**config.mk**
```make
export PLATFORM = sky130hd
export DESIGN_NAME = pc_fetch_unit
export DESIGN_NICKNAME = d
export VERILOG_FILES = /design/src/rtl/pc_fetch_unit.sv
export SDC_FILE = /design/constraint.sdc
export NUM_CORES = 1
export LEC_CHECK = 0
export ABC_AREA = 1
export CORE_AREA = 4 4 117 163
export CTS_BUF_LIST = sky130_fd_sc_hd__clkbuf_8 sky130_fd_sc_hd__clkbuf_16
export DETAILED_ROUTE_END_ITERATION = 8
export DIE_AREA = 0 0 121 167
export PLACE_DENSITY = 0.8
export SLEW_MARGIN = 20
export SYNTH_ARGS = -nofsm -noshare
export SYNTH_HDL_FRONTEND = slang
export SYNTH_SLANG_ARGS = --single-unit
export TNS_END_PERCENT = 100
```
**constraint.sdc**
```tcl
create_clock -name clock -period 8.2 [get_ports clock]
set_clock_uncertainty 0.1 [all_clocks]
set_input_delay 1.23 -clock clock [delete_from_list [all_inputs] [get_ports clock]]
set_output_delay 1.23 -clock clock [all_outputs]
set_load 0.02 [all_outputs]
```
**src/rtl/pc_fetch_unit.sv**
```systemverilog
// rtl/pc_fetch_unit.sv - program counter, next-PC select, retire counter and jump-to-self halt
// Three-state sequencer (FILL/RUN/HALT) upstream of the instruction control decoder.
module pc_fetch_unit #(
  parameter int IMEM_AW = 12
) (
  input  logic               clock,
  input  logic               reset,
  input  logic [31:0]        q_imem,
  input  logic               jp,
  input  logic               jal,
  input  logic               jr,
  input  logic               bne,
  input  logic               blt,
  input  logic               bex,
  input  logic               alu_isNotEqual,
  input  logic               alu_isLessThan,
  input  logic [31:0]        data_readRegB,
  input  logic [31:0]        data_rstatus,
  input  logic               stall,
  output logic [IMEM_AW-1:0] address_imem,
  output logic [31:0]        pc_plus1,
  output logic               fetch_valid,
  output logic               halted,
  output logic [31:0]        instr_count
);

  typedef enum logic [1:0] {
    ST_FILL = 2'd0,
    ST_RUN  = 2'd1,
    ST_HALT = 2'd2
  } state_t;

  state_t      state;
  logic [31:0] pc;
  logic [31:0] jump_target;
  logic [31:0] branch_offset;
  logic [31:0] branch_target;
  logic [31:0] next_pc;
  logic        take_jump;
  logic        halt_hit;
  logic        unused_opcode_bits;

  // The opcode field is decoded upstream; only the immediates matter here.
  assign unused_opcode_bits = ^q_imem[31:27];

  assign jump_target   = {5'b0, q_imem[26:0]};
  assign branch_offset = {{15{q_imem[16]}}, q_imem[16:0]};
  assign branch_target = pc + 32'd1 + branch_offset;
  assign take_jump     = jp | jal;
  assign halt_hit      = !jr && take_jump && (jump_target == pc);

  assign address_imem = pc[IMEM_AW-1:0];
  assign pc_plus1     = pc + 32'd1;

  always_comb begin
    next_pc = pc + 32'd1;
    if (jr)
      next_pc = data_readRegB;
    else if (take_jump)
      next_pc = jump_target;
    else if (bex && (data_rstatus != 32'd0))
      next_pc = jump_target;
    else if (bne && alu_isNotEqual)
      next_pc = branch_target;
    else if (blt && alu_isLessThan)
      next_pc = branch_target;
  end

  always_ff @(posedge clock or posedge reset) begin
    if (reset) begin
      state       <= ST_FILL;
      pc          <= 32'd0;
      instr_count <= 32'd0;
      fetch_valid <= 1'b0;
      halted      <= 1'b0;
    end else begin
      case (state)
        ST_FILL: begin
          state       <= ST_RUN;
          fetch_valid <= 1'b1;
        end
        ST_RUN: begin
          if (!stall) begin
            pc          <= next_pc;
            instr_count <= instr_count + 32'd1;
            // A jump onto itself retires, then freezes until reset.
            if (halt_hit) begin
              state       <= ST_HALT;
              fetch_valid <= 1'b0;
              halted      <= 1'b1;
            end
          end
        end
        ST_HALT: begin
          state <= ST_HALT;
        end
        default: begin
          state       <= ST_FILL;
          fetch_valid <= 1'b0;
          halted      <= 1'b0;
        end
      endcase
    end
  end

endmodule

```
==> metrics.yaml, run 1 <==
power:
  power.switching_uw: 629
  irDropWorstVdd_v: 0.000161
  combPwrFrac: 0.463
  netSwitchingFraction: 0.404
  powerDensity_mw_per_mm2: 155
  internal_power_uw: 927
  leakage_nw: 5.10
  pwr-share-clk: 0.257
  seq_power_share: 0.279
flow_run:
  cap_violations: 0
logic_synthesis:
  synth_ff_type: "dfrtp_1"
  synth_edf_count: 0
  ys_ff_latch: 68
  syn_nets: 1485
  syn_avg_cell_area_sq_um: 5.84
  synth-async-reset-ratio: 1.00
  ys_types: 41
  synth_cells: 1334
  yosysSeqAreaShare: 0.218
  ys_warn_count: 0
  synth.cell_area_sq_mm: 0.00780
global_route:
  grt_antenna_before_repair: 0
  grt_pass1_wl_um: 43600
  overflow: 0
  grt_max_degree: 69
  grt_usage: 0.270
  grt_pass1_vias: 8661
detailed_routing:
  drt_iter0_drc: 552
  drcViolationCount: 0
  top_layer: "met4"
  met2_length_um: 13900
  num_vias: 8799
  drt_first_pass_iters: 5
  wirelength_um: 27500
  wl_met3_um: 1720
  route.layer.met1.wl_um: 10900
  wire_per_inst_um: 15.9
  vias_per_cell: 5.09
  drtAntennaViolNets: 0
placement:
  place.gp.congestion: 1.03
  pre_cts_ws_ns: 3.74
  portBuffers: 179
  hpwl_um: 22900
sta:
  relSlewSlack: 0.260
  slew_violations: 0
  layout_min_cycle_time_ns: 4.17
  fin_crit_sh: 0.509
  hold_viol: 0
  finalSetupTns_ns: 0
  worst_pin_slew_ns: 1.11
  setup_ws_ns: 4.03
  rsz0062_at_grt: "false"
  setup_viol: 0
  clock.fmax_mhz: 240
floorplan:
  num_rows: 57
  ios: 185
  die_h_um: 167
  die-area_sq_mm: 0.0202
  die_w_um: 121
  start_util: 0.446
  core_sq_mm: 0.0175
critical_path:
  crit_family: "simple AND/OR/NAND/NOR gates"
  end_kind: "primary output"
  critPathRequiredTime_ns: 6.87
  arrival_ns: 2.84
  critPathSlowestCell: "clkdlybuf4s50_1"
  critPathMaxStageDelay_ns: 0.60
  r2r_start: "pc[1]"
  crit_chain: "ha_1, nand3_1, inv_1, nand2_1, nor2_2, nand2_1, nand2_1, nand2_1, inv_1, clkdlybuf4s50_1"
  startpoint_type: "flop"
  cpMostUsedCell: "nand2_1"
  r2r.worst_path.cells: 19
  crit_buf_inv: 3
  r2r_end: "pc[15]"
  rrSetupSlack_ns: 4.37
  path_max_fanout: 7
  worstSetupPathType: "flop to primary output"
clock_network:
  path_clk_slew_ns: 0.05
  cts-root-buf: "clkbuf_16"
  insertion_delay_ns: 0.33
  cts_num_sinks: 68
  htreeDepth: 3
  cts_tree: "built"
  cts_hold_buf: 0
  cts_made_buffers: 9
  cts_resized: 0
  clock_tree.buffer_depth: 2
  cts_setup_buffers: 0
outcome:
  outcome: "finished, final reports clean"
final_layout:
  final_nets: 1642
  drive_above_1_share: 0.0368
  antenna_cells: 0
  area_delta_synth_final_pct: 28.8
  fill_cells: 1777
  finalCoreUtilization: 0.575
worst_hold_path:
  min_delay_worst_endpoint: "halted"
  hp-class: "flop to flop"
  min_path_cells: 2
  hold_start: "halted"
[metrics by stage]
step	area (sq um)	std cells	hold slack [ns]	total power, mW
after floorplan	7800	1334	0.371	0.881
after global placement	9730	1716	0.364	1.14
after detailed placement	9730	1716	0.373	1.16
after CTS	10000	1730	0.385	1.56
after global routing	10000	1730	0.421	1.67
final	10000	1730	0.382	1.56
[sequential cells by signal (all words and copies together) (netlist names)]
register     count
state            2
instr_count     32
pc              32
fetch_valid      1
halted           1
[power by group through the flow]
stage | logic, mW | clock network [mW] | registers, mW
after CTS | 0.720 | 0.406 | 0.433
final | 0.721 | 0.401 | 0.434
after floorplan | 0.435 | 0 | 0.446
after global routing | 0.800 | 0.424 | 0.441
after detailed placement | 0.717 | 0 | 0.438
after global placement | 0.708 | 0 | 0.436
[Yosys cell counts (all sizes together), types with 2 or more instances]
| cell | count | area (sq um) |
|---|---|---|
| o211ai | 5 | 37.5 |
| nand3b | 2 | 15.0 |
| xor2 | 43 | 377 |
| nand2 | 474 | 1790 |
| nand4 | 18 | 134 |
| a21oi | 79 | 395 |
| nor2 | 175 | 731 |
| buf | 17 | 115 |
| clkbuf | 22 | 82.6 |
| nand3 | 72 | 370 |
| or2 | 2 | 12.5 |
| xnor2 | 16 | 140 |
| dfrtp | 68 | 1700 |
| inv | 192 | 721 |
| nor3b | 2 | 20.0 |
| mux2i | 2 | 20.0 |
| o22ai | 5 | 31.3 |
| a21o | 3 | 22.5 |
| a31oi | 4 | 25.0 |
| o21bai | 7 | 52.6 |
| nor3 | 30 | 160 |
| ha | 43 | 538 |
| nor4 | 5 | 37.5 |
| o21ai | 45 | 225 |
[worst max path at each step]
stage | startpoint | end | slack [ns] | cells past startpoint
floorplan | reset | fetch_valid | 5.16 | 1
global placement | q_imem[16] | pc[22] | 3.79 | 13
detailed placement | q_imem[16] | pc[22] | 3.74 | 13
CTS | pc[1] | pc_plus1[30] | 4.04 | 10
global route | q_imem[16] | pc[22] | 3.80 | 13
finish | pc[1] | pc_plus1[30] | 4.03 | 10
[area by class of cell]
type	count	area (sq um)	area share
Clock buffer	13	280	0.0279
Tap cell	236	295	0.0294
Sequential cell	68	1700	0.169
Clock inverter	1	30.0	0.00299
Timing Repair Buffer	185	1840	0.183
Multi-Input combinational cell	1035	5180	0.516
Inverter	192	721	0.0718
[tightest hold or removal path: stages (launching register included)]
cell and delay, ns:
dfrtp_1 0.34, nand2_1 0.05, nand2_1 0.05
[routing by layer]
| layer | track usage | up-vias |
|---|---|---|
| li1 | - | 4493 |
| met3 | 0.0407 | 61 |
| met1 | 0.319 | 3956 |
| met4 | 0.103 | 0 |
| met2 | 0.485 | 289 |
| met5 | 0 | - |
[placed cells by master, fill, tap and decap left out, drive strengths merged, types with 30 or more instances in the layout]
master and n:
nand2 474, a21oi 79, clkdlybuf4s50 179, nor2 175
xor2 43, inv 192, nor3 30, dfrtp 68
o21ai 45, nand3 72, ha 43
[logic make-up after synthesis]
family / share of synthesized area
simple gates: 0.421
buf+inv: 0.118
compound gates: 0.102
flops: 0.218
xor+xnor: 0.0663
fa+ha+maj: 0.0716
mux: 0.00257
No activity file was read; power rests on OpenSTA's default activity.
==> run 2: changes to the inputs <==
--- a/config.mk
+++ b/config.mk
@@ -10,7 +10,7 @@
 export CTS_BUF_LIST = sky130_fd_sc_hd__clkbuf_8 sky130_fd_sc_hd__clkbuf_16
 export DETAILED_ROUTE_END_ITERATION = 8
 export DIE_AREA = 0 0 121 167
-export PLACE_DENSITY = 0.8
+export PLACE_DENSITY = 0.83
 export SLEW_MARGIN = 20
 export SYNTH_ARGS = -nofsm -noshare
 export SYNTH_HDL_FRONTEND = slang
==> constraint.sdc (replaced) <==
create_clock -name clock -period 3.4 [get_ports clock]
set_clock_uncertainty 0.1 [all_clocks]
set_input_delay 0.51 -clock clock [delete_from_list [all_inputs] [get_ports clock]]
set_output_delay 0.51 -clock clock [all_outputs]
set_load 0.02 [all_outputs]
==> metrics.yaml, run 2 (synthesis results as in run 1) <==
final_layout:
  drive_above_1_share: 0.0990  # was 0.0368
  mostFrequentLayoutCells: "460 x nand2_1, 187 x inv_1, 179 x clkdlybuf4s50_1, 157 x nor2_1, 71 x a21oi_1"  # was 468 x nand2_1, 187 x inv_1, 179 x clkdlybuf4s50_1, 161 x nor2_1, 79 x a21oi_1
  final_cells: 1792  # was 1,730
  antenna_cells: 0  # unchanged
  finish.instance_area_sq_mm: 0.0107  # was 0.0100 sq mm
  area_delta_synth_final_pct: 37.1  # was 28.8%
  final_nets: 1702  # was 1,642
  top_regs: "instr_count x32, pc x32, state x2"  # unchanged
  final_common_cell: "nand2_1"  # unchanged
floorplan:
  num_rows: 57  # unchanged
  core_sq_mm: 0.0175  # unchanged
  die_w_um: 121  # unchanged
  start_util: 0.446  # unchanged
  die_h_um: 167  # unchanged
  die-area_sq_mm: 0.0202  # unchanged
  ios: 185  # unchanged
placement:
  hpwl_um: 24200  # was 22,900 um
  placed_cell_area_sq_mm: 0.0102  # was 0.00973 sq mm
  pre_cts_ws_ns: 0.0816  # was 3.74 ns
  place.gp.congestion: 0.992  # was 1.03
  portBuffers: 179  # unchanged
  dpl.cell_count: 1774  # was 1,716
worst_hold_path:
  min_path_cells: 1  # was 2
  hp-class: "flop to flop"  # unchanged
  min_delay_worst_endpoint: "instr_count[31]"  # was halted
  hold_start: "instr_count[31]"  # was halted
sta:
  worst_pin_slew_ns: 0.751  # was 1.11 ns
  fin_crit_sh: 0.936
  hold_viol: 0  # unchanged
  setup_ws_ns: 0.217  # was 4.03 ns
  finalSetupTns_ns: 0  # unchanged
  layout_min_cycle_time_ns: 3.18
  clock.fmax_mhz: 314
  slew_violations: 0  # unchanged
  setup_viol: 0  # unchanged
  relSlewSlack: 0.499  # was 0.260
critical_path:
  r2r_start: "pc[14]"  # was pc[1]
  end_kind: "flop"  # was primary output
  r2r_end: "pc[22]"  # was pc[15]
  path_max_fanout: 5  # was 7
  startpoint: "pc[14]"  # was pc[1]
  startpoint_type: "flop"  # unchanged
  worstSetupPathType: "flop to flop"  # was flop to primary output
  critPathRequiredTime_ns: 3.51  # was 6.87 ns
  arrival_ns: 3.30  # was 2.84 ns
  r2r.worst_path.cells: 20  # was 19
  rrSetupSlack_ns: 0.22  # was 4.37 ns
detailed_routing:
  drt_first_pass_iters: 5  # unchanged
  drt_iter0_drc: 520  # was 552
  wirelength_um: 28700  # was 27,500 um
  drtAntennaViolNets: 0  # unchanged
  vias_per_cell: 5.14  # was 5.09
  num_vias: 9210  # was 8,799
  wire_per_inst_um: 16.0  # was 15.9 um
  drcViolationCount: 0  # unchanged
clock_network:
  htreeDepth: 3  # unchanged
  cts_made_buffers: 9  # unchanged
  cts_num_sinks: 68  # unchanged
  clock_tree.buffer_depth: 2  # unchanged
  insertion_delay_ns: 0.33  # about the same
  cts-root-buf: "clkbuf_16"  # unchanged
  cts_hold_buf: 0  # unchanged
  cts_tree: "built"  # unchanged
  path_clk_slew_ns: 0.05  # about the same
power:
  irDropWorstVdd_v: 0.000297  # was 0.000161 V
  leakage_nw: 5.41  # was 5.10 nW
  powerDensity_mw_per_mm2: 363  # was 155 mW/mm^2
global_route:
  grt_pass1_wl_um: 44900  # was 43,600 um
  grt_antenna_before_repair: 0  # unchanged
  overflow: 0  # unchanged
  grt_pass1_vias: 8985  # was 8,661
  grt_usage: 0.280  # was 0.270
  grt_max_degree: 51  # was 69
outcome:
  outcome: "finished, final reports clean"  # unchanged
flow_run:
  cap_violations: 0  # unchanged
[run 2: cell count changes in the layout (fill, tap and decap cells not counted), moves of 5 or more]
cell,delta
buf_4,+60
a21oi_1,-8
nand2_2,+8
nand2_1,-8
a21oi_2,+8
nor3_1,-5
ha_1,-5
[run 2: worst max path at each step]
stage / slack (ns) / end / cells after the start
3_5_place_dp: 0.08 / pc[16] / 21
5_1_grt: -0.03 / pc[24] / 22
4_1_cts: 0.08 / pc[16] / 21
2_1_floorplan: 0.37 / pc[15] / 17
3_3_place_gp: 0.15 / pc[16] / 21
6_report: 0.22 / pc[22] / 20
[run 2: timing repair]
item	in CTS	in global routing
endpoints found under the setup margin	0	21
gates resized for setup	0	44
setup buffers	0	2
[run 2: routing by layer]
metal	global-route usage	vias to the layer above	wire length, um
met4	0.127	0	1380
met1	0.322	4160	11100
met3	0.0383	81	1950
li1	-	4602	-
met5	0	-	0
met2	0.506	367	14300
[run 2: per-stage QoR]
stage | util | hold slack [ns] | total power, mW
final | 0.612 | 0.380 | 3.88
after floorplan | - | 0.371 | 2.13
after global routing | 0.612 | 0.393 | 4.14
after CTS | 0.599 | 0.381 | 3.84
after detailed placement | 0.582 | 0.366 | 2.89
after global placement | 0.582 | 0.364 | 2.86
[run 2: worst max-delay path, cell delays in order, from the launching register on]
cell	delay, ns
dfrtp_1	0.36
inv_1	0.15
nor3_4	0.26
nand2_1	0.15
nor2_1	0.14
nand3_1	0.08
nand2_1	0.18
inv_1	0.09
ha_2	0.38
nand2_2	0.11
nor3_2	0.15
inv_1	0.09
nor3_1	0.15
buf_4	0.15
nand2_1	0.06
nand3_1	0.08
nand3_1	0.11
nand2_1	0.09
nand2_1	0.08
nand2_1	0.07
nand2_1	0.04
[run 2: layout make-up]
type | instances | area [sq um]
fill | 1667 | 6790
multi-input combinational | 1035 | 5380
timing repair buffer | 245 | 2290
sequential | 68 | 1700
inverter | 192 | 721
tap | 236 | 295
clock buffer | 11 | 253
clock inverter | 5 | 51.3
[run 2: report_power, final]
group / switching [mW] / total (mW) / leakage (nW) / internal [mW]
Clock: 0.336 / 0.938 / 0.153 / 0.602
Combinational: 1.13 / 1.92 / 4.45 / 0.793
Sequential: 0.121 / 1.03 / 0.807 / 0.905
Total: 1.58 / 3.88 / 5.41 / 2.30
